<file path="src/rtl/regwrite_arbiter.sv">
// Shares the register-file write port: writeback first, aux writes queued, starvation forces one aux grant.
// One-cycle registered commit; AUX_READY drops when the queue is full, PIPE_STALL holds writeback for a forced grant.
module regwrite_arbiter #(
  parameter int FIFO_DEPTH   = 2,
  parameter int STARVE_LIMIT = 4
) (
  input  logic        CLK,
  input  logic        RST,
  input  logic        WB_ON,
  input  logic [3:0]  WB_ADDR,
  input  logic [15:0] WB_DATA,
  input  logic        AUX_VALID,
  input  logic [3:0]  AUX_ADDR,
  input  logic [15:0] AUX_DATA,
  output logic        AUX_READY,
  output logic        RF_WE,
  output logic [3:0]  RF_WADDR,
  output logic [15:0] RF_WDATA,
  output logic        ENDWRITE,
  output logic [3:0]  ENDREG,
  output logic        PIPE_STALL,
  output logic [15:0] PENDING
);
  localparam int PW = $clog2(FIFO_DEPTH);
  localparam int CW = PW + 1;
  localparam int SW = $clog2(STARVE_LIMIT + 1);
  localparam logic [CW-1:0] DEPTH_C = CW'(FIFO_DEPTH);
  localparam logic [SW-1:0] LIMIT_C = SW'(STARVE_LIMIT);

  typedef enum logic {NORMAL, FORCE} state_t;

  state_t                       state_q, state_d;
  logic [PW-1:0]                rd_ptr_q, rd_ptr_d, wr_ptr_q, wr_ptr_d;
  logic [CW-1:0]                count_q, count_d;
  logic [SW-1:0]                starve_q, starve_d;
  logic [FIFO_DEPTH-1:0][19:0]  mem_q, mem_d;
  logic                         rf_we_q, rf_we_d;
  logic [3:0]                   rf_waddr_q, rf_waddr_d;
  logic [15:0]                  rf_wdata_q, rf_wdata_d;
  logic                         push, pop, empty;
  logic [15:0]                  pending;
  logic [PW-1:0]                slot_off;

  always_comb begin
    empty     = (count_q == '0);
    AUX_READY = (count_q != DEPTH_C);
    push      = AUX_VALID && (count_q != DEPTH_C);
    pop       = !empty && ((state_q == FORCE) || !WB_ON);

    // Counter only advances while the head sits blocked in NORMAL
    state_d  = NORMAL;
    starve_d = '0;
    if ((state_q == NORMAL) && !empty && !pop) begin
      if (starve_q + SW'(1) == LIMIT_C) state_d = FORCE;
      else                              starve_d = starve_q + SW'(1);
    end

    rf_we_d    = 1'b0;
    rf_waddr_d = rf_waddr_q;
    rf_wdata_d = rf_wdata_q;
    if (pop) begin
      rf_we_d                  = 1'b1;
      {rf_waddr_d, rf_wdata_d} = mem_q[rd_ptr_q];
    end else if ((state_q == NORMAL) && WB_ON) begin
      rf_we_d    = 1'b1;
      rf_waddr_d = WB_ADDR;
      rf_wdata_d = WB_DATA;
    end

    rd_ptr_d = rd_ptr_q + PW'(pop);
    wr_ptr_d = wr_ptr_q + PW'(push);
    count_d  = count_q + CW'(push) - CW'(pop);
    mem_d    = mem_q;
    if (push) mem_d[wr_ptr_q] = {AUX_ADDR, AUX_DATA};

    pending  = '0;
    slot_off = '0;
    for (int i = 0; i < FIFO_DEPTH; i++) begin
      slot_off = PW'(i) - rd_ptr_q;
      if ({1'b0, slot_off} < count_q) pending[mem_q[i][19:16]] = 1'b1;
    end
  end

  always_ff @(posedge CLK) begin
    if (RST) begin
      state_q    <= NORMAL;
      rd_ptr_q   <= '0;
      wr_ptr_q   <= '0;
      count_q    <= '0;
      starve_q   <= '0;
      mem_q      <= '0;
      rf_we_q    <= 1'b0;
      rf_waddr_q <= '0;
      rf_wdata_q <= '0;
    end else begin
      state_q    <= state_d;
      rd_ptr_q   <= rd_ptr_d;
      wr_ptr_q   <= wr_ptr_d;
      count_q    <= count_d;
      starve_q   <= starve_d;
      mem_q      <= mem_d;
      rf_we_q    <= rf_we_d;
      rf_waddr_q <= rf_waddr_d;
      rf_wdata_q <= rf_wdata_d;
    end
  end

  assign RF_WE      = rf_we_q;
  assign RF_WADDR   = rf_waddr_q;
  assign RF_WDATA   = rf_wdata_q;
  assign ENDWRITE   = rf_we_q;
  assign ENDREG     = rf_waddr_q;
  assign PIPE_STALL = (state_q == FORCE);
  assign PENDING    = pending;
endmodule

</file>
<file path="config.mk">
export PLATFORM = sky130hd
export DESIGN_NAME = regwrite_arbiter
export DESIGN_NICKNAME = d
export VERILOG_FILES = /design/src/rtl/regwrite_arbiter.sv
export SDC_FILE = /design/constraint.sdc
export NUM_CORES = 1
export LEC_CHECK = 0
export CORE_ASPECT_RATIO = 1.4
export CORE_MARGIN = 2
export CORE_UTILIZATION = 48
export CTS_CLUSTER_SIZE = 8
export DETAILED_ROUTE_END_ITERATION = 10
export GPL_TIMING_DRIVEN = 0
export PLACE_DENSITY = 0.8
export SLEW_MARGIN = 20
export SYNTH_ARGS = -nofsm -noshare
export SYNTH_HDL_FRONTEND = slang
export SYNTH_SLANG_ARGS = --single-unit
</file>
<file path="constraint.sdc">
create_clock -name CLK -period 2.35 [get_ports CLK]
set_input_delay 0.235 -clock CLK [delete_from_list [all_inputs] [get_ports CLK]]
set_output_delay 0.235 -clock CLK [all_outputs]
set_load 0.05 [all_outputs]
</file>
==> flow_metrics.py, run 1 <==
metrics = {
    "cts": {
        "cts_buffers": 9,
        "clock_tree.root_cell": "clkbuf_8",
        "cts_tree": "yes",
        "clk_pin_slew_ns": 0.09,
        "clkSinkCount": 69,
        "clockBufferDepth": 2,
        "clock_latency_ns": 0.35,
        "cts_setup_buffers": 0,
        "h-tree-depth": 3,
    },
    "global_routing": {
        "grt_start_max_net_pins": 14,
        "grt_pass1_vias": 2837,
        "grt_pass1_wl_mm": 13.3,
        "grt_overflow": 0,
        "antenna_found_initial": 0,
        "grt_util_all_layers_pct": 23.4,
    },
    "synth": {
        "synth_top_area_share_pct": 43.2,
        "yosysSeqAreaShare_pct": 43.2,
        "post-synth-top-area-cell": "dfxtp_1",
        "synth_edf_count": 0,
        "syn_avg_cell_area_um2": 9.72,
        "ys_warn_count": 0,
        "synth_nets": 379,
        "netlist_instances": 329,
        "async_flop_share_pct": 0,
        "synth.area.top_cells": "dfxtp_1 (43%), mux2i_1 (19%), nor2_1 (5.6%), a22o_1 (5.5%), nor3_1 (3.4%)",
        "ys_types": 32,
        "ys.flop_type": "dfxtp_1",
        "synthesis.area_mm2": 0.00320,
        "synth_seq_cells": 69,
    },
    "sta": {
        "fin_ws_ns": 0.238,
        "slew_viol_final": 0,
        "max_slew_margin_pct": 61.7,
        "worst_pin_slew_ns": 0.574,
        "rsz0062_at_grt": "false",
        "setup_violations": 0,
        "finalSetupTns_ns": 0,
        "hold_violations": 0,
        "post-route-min-period_ns": 2.11,
        "skew_ns": 0.0153,
        "fin_crit_sh_pct": 89.9,
        "max_freq_mhz": 473,
    },
    "hold_path": {
        "worstHoldPathType": "input port to flip-flop",
    },
    "setup_path": {
        "critPathMaxFanout": 8,
        "worstPathArrival_ns": 1.88,
        "crit_required_ns": 2.12,
        "start_kind": "flip-flop",
        "endpoint_kind": "primary output",
        "critical_path_class": "flip-flop to primary output",
    },
    "final_layout": {
        "final-seq-area_mm2": 0.00138,
        "drive_above_1_share_pct": 15.5,
        "multi_input_area_mm2": 0.00161,
        "nFillCells": 546,
        "area_growth_pct": 34.5,
        "diodes": 0,
        "layout_common_cells": "clkdlybuf4s50_1 (71), dfxtp_1 (69), mux2i_1 (60), nor2_1 (48), nor3_1 (22)",
        "final_common_cell": "clkdlybuf4s50_1",
        "nNetsFinal": 477,
    },
    "drt": {
        "drc": 0,
        "vias": 2798,
        "wl_per_cell_um": 16.2,
        "drt_iter0_drc": 124,
        "firstDrtPassIters": 4,
        "routed_via_density": 5.53,
        "routed_wl_mm": 8.21,
        "antenna_left": 0,
    },
    "pwr": {
        "leakage_uw": 0.00169,
        "ir_worst_vdd_uv": 651,
        "p_per_area_mw_per_mm2": 1150,
    },
    "die": {
        "dieArea_mm2": 0.00734,
        "floorplan.initialDensity_pct": 49.0,
        "ios": 88,
        "die_y_um": 101,
        "fp.coreArea_mm2": 0.00653,
        "die_width_um": 73,
        "rows": 35,
    },
    "outcome": {
        "status": "complete, no violations",
    },
    "flow_run": {
        "drv_cap": 0,
    },
    "placed_design": {
        "dp_slack_ns": 0.114,
        "gp_congestion": 0.784,
        "port_buffers": 87,
        "dp_hpwl_mm": 6.05,
    },
}
==> sequential cells by signal (all words and copies together) (netlist names) <==
name	count
ENDWRITE	1
count_q	2
PIPE_STALL	1
starve_q	3
wr_ptr_q	1
RF_WDATA	16
ENDREG	4
mem_q	40
rd_ptr_q	1
==> through the flow <==
step	power, uW	std cells	hold slack, ns	area [um^2]	utilization, %
final	4960	506	0.480	4300	66.0
after global routing	5230	506	0.477	4300	66.0
after CTS	4970	506	0.474	4360	66.9
after detailed placement	3920	490	0.474	4160	63.8
after global placement	3860	490	0.457	4160	63.8
after floorplan	3270	329	0.368	3200	-
==> worst max-delay path: stages (launching register included) <==
cell and delay [ns]:
dfxtp_1 0.48, a21o_4 0.18, or3b_4 0.39, o22ai_1 0.17
clkbuf_2 0.31
==> cells in the mapped netlist, types with 2 or more instances <==
| library cell | number |
|---|---|
| mux2i_1 | 60 |
| buf_6 | 5 |
| nand2_1 | 3 |
| and2_1 | 2 |
| ha_1 | 6 |
| or2_2 | 2 |
| nor2_1 | 48 |
| nor3b_2 | 2 |
| buf_4 | 7 |
| clkbuf_1 | 3 |
| a21oi_1 | 13 |
| nor3_1 | 22 |
| buf_1 | 4 |
| dfxtp_1 | 69 |
| nor2b_1 | 3 |
| a22o_1 | 20 |
| o211ai_1 | 4 |
| buf_2 | 10 |
| a21oi_2 | 8 |
| nand3b_1 | 2 |
| o22ai_1 | 16 |
| nand2b_1 | 6 |
| inv_1 | 5 |
==> routing by layer <==
metal / global-route usage (%) / vias to the layer above / part of all wire [%]
met5: 0 / - / 0
met4: 7.83 / 0 / 0.93
met3: 4.80 / 8 / 5.2
met2: 43.5 / 86 / 53
met1: 25.7 / 1334 / 40
li1: - / 1370 / -
==> logic make-up after synthesis <==
| group | synth area share, % |
|---|---|
| flip-flops | 43.2 |
| AND/OR/NAND/NOR | 14.4 |
| multiplexers | 18.8 |
| XOR/XNOR | 0.548 |
| buffers and inverters | 6.37 |
| AO/OA/AOI/OAI | 14.4 |
| adder cells (fa/ha/maj) | 2.35 |
==> final timing paths <==
path | slack [ns] | end | startpoint | cells after the start
max | 0.24 | PENDING[1] | count_q[0]$_SDFF_PP0_ | 4
min | 0.48 | RF_WDATA[14]$_SDFFE_PP0P_ | WB_DATA[14] | 2
max reg2reg | 0.40 | count_q[1]$_SDFF_PP0_ | count_q[0]$_SDFF_PP0_ | 9
min reg2reg | 0.50 | starve_q[0]$_SDFF_PP0_ | starve_q[0]$_SDFF_PP0_ | 1
==> area by class of cell <==
cell class                      instances  share of cell area [%]
Buffer                                 29                    4.30
Clock buffer                           10                    2.97
Clock inverter                          6                    2.18
Inverter                                5                   0.436
Multi-Input combinational cell        226                    37.5
Sequential cell                        69                    32.1
Tap cell                               74                    2.15
Timing Repair Buffer                   87                    18.4
==> power by group <==
group	total (uW)	internal, uW	switching [uW]
Combinational	2360	954	1410
Sequential	1520	1380	147
Clock	1070	607	467
Total	4960	2940	2020
==> repair_timing <==
| action | in CTS | in global routing |
|---|---|---|
| pin swaps | 0 | 0 |
| resized for setup | 16 | 32 |
| hold buffers | 0 | 0 |
| endpoints found under the setup margin | 16 | 16 |
Power figures use the tool's default switching activity.
==> run 2, diff against run 1 <==
==> constraint.sdc (replaced) <==
create_clock -name CLK -period 2.4 [get_ports CLK]
set_input_delay 0.24 -clock CLK [delete_from_list [all_inputs] [get_ports CLK]]
set_output_delay 0.24 -clock CLK [all_outputs]
set_load 0.05 [all_outputs]
==> flow_metrics.py, run 2 (synthesized netlist as in run 1, its figures left out) <==
metrics = {
    "setup_path": {
        "path_cells": "a21o_4, or3b_4, o22ai_1, clkdlybuf4s15_1",
        "max_stage_delay_ns": 0.53,
        "path_delay_family": "buffers and inverters",
        "cpMaxStageDelayCell": "clkdlybuf4s15_1",
        "endpoint_kind": "primary output",
        "crit_buf_inv": 1,
        "critPathMaxFanout": 8,
        "critical_path_class": "flip-flop to primary output",
        "crit_required_ns": 2.16,
        "start_kind": "flip-flop",
        "worstPathArrival_ns": 2.08,
    },
    "flow_run": {
        "drv_cap": 0,
    },
    "pwr": {
        "leakage_uw": 0.00169,
        "ir_worst_vdd_uv": 639,
        "finalPower_uw": 4860,
        "p_per_area_mw_per_mm2": 1120,
    },
    "global_routing": {
        "grt_overflow": 0,
        "grt_pass1_vias": 2837,
        "grt_util_all_layers_pct": 23.4,
        "grt_start_max_net_pins": 14,
        "antenna_found_initial": 0,
        "grt_pass1_wl_mm": 13.3,
    },
    "sta": {
        "fin_crit_sh_pct": 96.8,
        "finalSetupTns_ns": 0,
        "slew_viol_final": 0,
        "max_freq_mhz": 430,
        "worst_pin_slew_ns": 0.575,
        "setup_violations": 0,
        "post-route-min-period_ns": 2.32,
        "max_slew_margin_pct": 61.7,
        "skew_ns": 0.0153,
        "hold_violations": 0,
        "rsz0062_at_grt": "false",
    },
    "hold_path": {
        "worstHoldPathType": "input port to flip-flop",
    },
    "die": {
        "ios": 88,
        "rows": 35,
        "floorplan.initialDensity_pct": 49.0,
        "fp.coreArea_mm2": 0.00653,
        "die_y_um": 101,
        "die_width_um": 73,
        "dieArea_mm2": 0.00734,
    },
    "final_layout": {
        "area_growth_pct": 35.0,
        "layout_common_cells": "clkdlybuf4s50_1 (71), dfxtp_1 (69), mux2i_1 (60), nor2_1 (48), nor3_1 (22)",
        "nNetsFinal": 477,
        "drive_above_1_share_pct": 14.8,
        "largest_reg_flops": 40,
        "max_flop_register": "mem_q",
        "nFillCells": 544,
        "final_common_cell": "clkdlybuf4s50_1",
        "diodes": 0,
    },
    "cts": {
        "clock_latency_ns": 0.35,
        "cts_setup_buffers": 0,
        "clock_tree.root_cell": "clkbuf_8",
        "cts_buffers": 9,
        "clk_pin_slew_ns": 0.09,
        "clkSinkCount": 69,
        "cts_tree": "yes",
        "h-tree-depth": 3,
        "clockBufferDepth": 2,
    },
    "outcome": {
        "status": "complete, no violations",
    },
    "drt": {
        "routed_via_density": 5.53,
        "drc": 0,
        "firstDrtPassIters": 4,
        "routed_wl_mm": 8.21,
        "antenna_left": 0,
        "vias": 2799,
        "drt_iter0_drc": 134,
        "wl_per_cell_um": 16.2,
    },
    "placed_design": {
        "gp_congestion": 0.784,
        "dp_hpwl_mm": 6.05,
        "port_buffers": 87,
    },
}
[run 2: cell types whose count changed in the layout (fill, tap and decap cells not counted)]
cell and change:
clkbuf_2 -3, clkdlybuf4s15_1 +3
[run 2: power breakdown]
group          internal, uW  switching, uW  total [uW]
combinational           936           1380        2310
clock                   594            457        1050
sequential             1350            144        1490
total                  2880           1980        4860
[run 2: what timing repair did]
action / in CTS / in global routing
setup endpoints to repair: 16 / 16
resized for setup: 16 / 29
hold buffers: 0 / 0
[run 2: worst paths after layout]
check	slack, ns	from	to	cells past startpoint
min	0.48	WB_DATA[14]	RF_WDATA[14]$_SDFFE_PP0P_	2
max	0.08	count_q[0]$_SDFF_PP0_	PENDING[2]	4
max reg2reg	0.45	count_q[0]$_SDFF_PP0_	count_q[1]$_SDFF_PP0_	9
min reg2reg	0.50	starve_q[0]$_SDFF_PP0_	starve_q[0]$_SDFF_PP0_	1
[run 2: stage by stage]
stage | hold slack (ns) | instances | setup WS [ns] | utilization [%] | cell area (um^2)
floorplan | 0.373 | 329 | 0.324 | - | 3200
global placement | 0.457 | 490 | 0.168 | 63.8 | 4160
detailed placement | 0.474 | 490 | 0.159 | 63.8 | 4160
CTS | 0.479 | 506 | 0.0591 | 66.9 | 4360
global route | 0.482 | 506 | 0.00120 | 66.2 | 4320
finish | 0.485 | 506 | 0.0767 | 66.2 | 4320
[run 2: layer usage]
metal | wire length (um) | track usage [%]
met1 | 3310 | 25.7
met2 | 4410 | 43.5
met3 | 409 | 4.80
met4 | 76 | 7.83
met5 | 0 | 0
[run 2: cell type report]
cell class | count | area [um^2] | area share [%]
clock inverter | 6 | 93.8 | 2.17
buffer | 29 | 185 | 4.29
clock buffer | 10 | 128 | 2.95
timing repair buffer | 87 | 806 | 18.7
inverter | 5 | 18.8 | 0.435
sequential | 69 | 1380 | 32.0
tap | 74 | 92.6 | 2.14
multi-input combinational | 226 | 1610 | 37.4
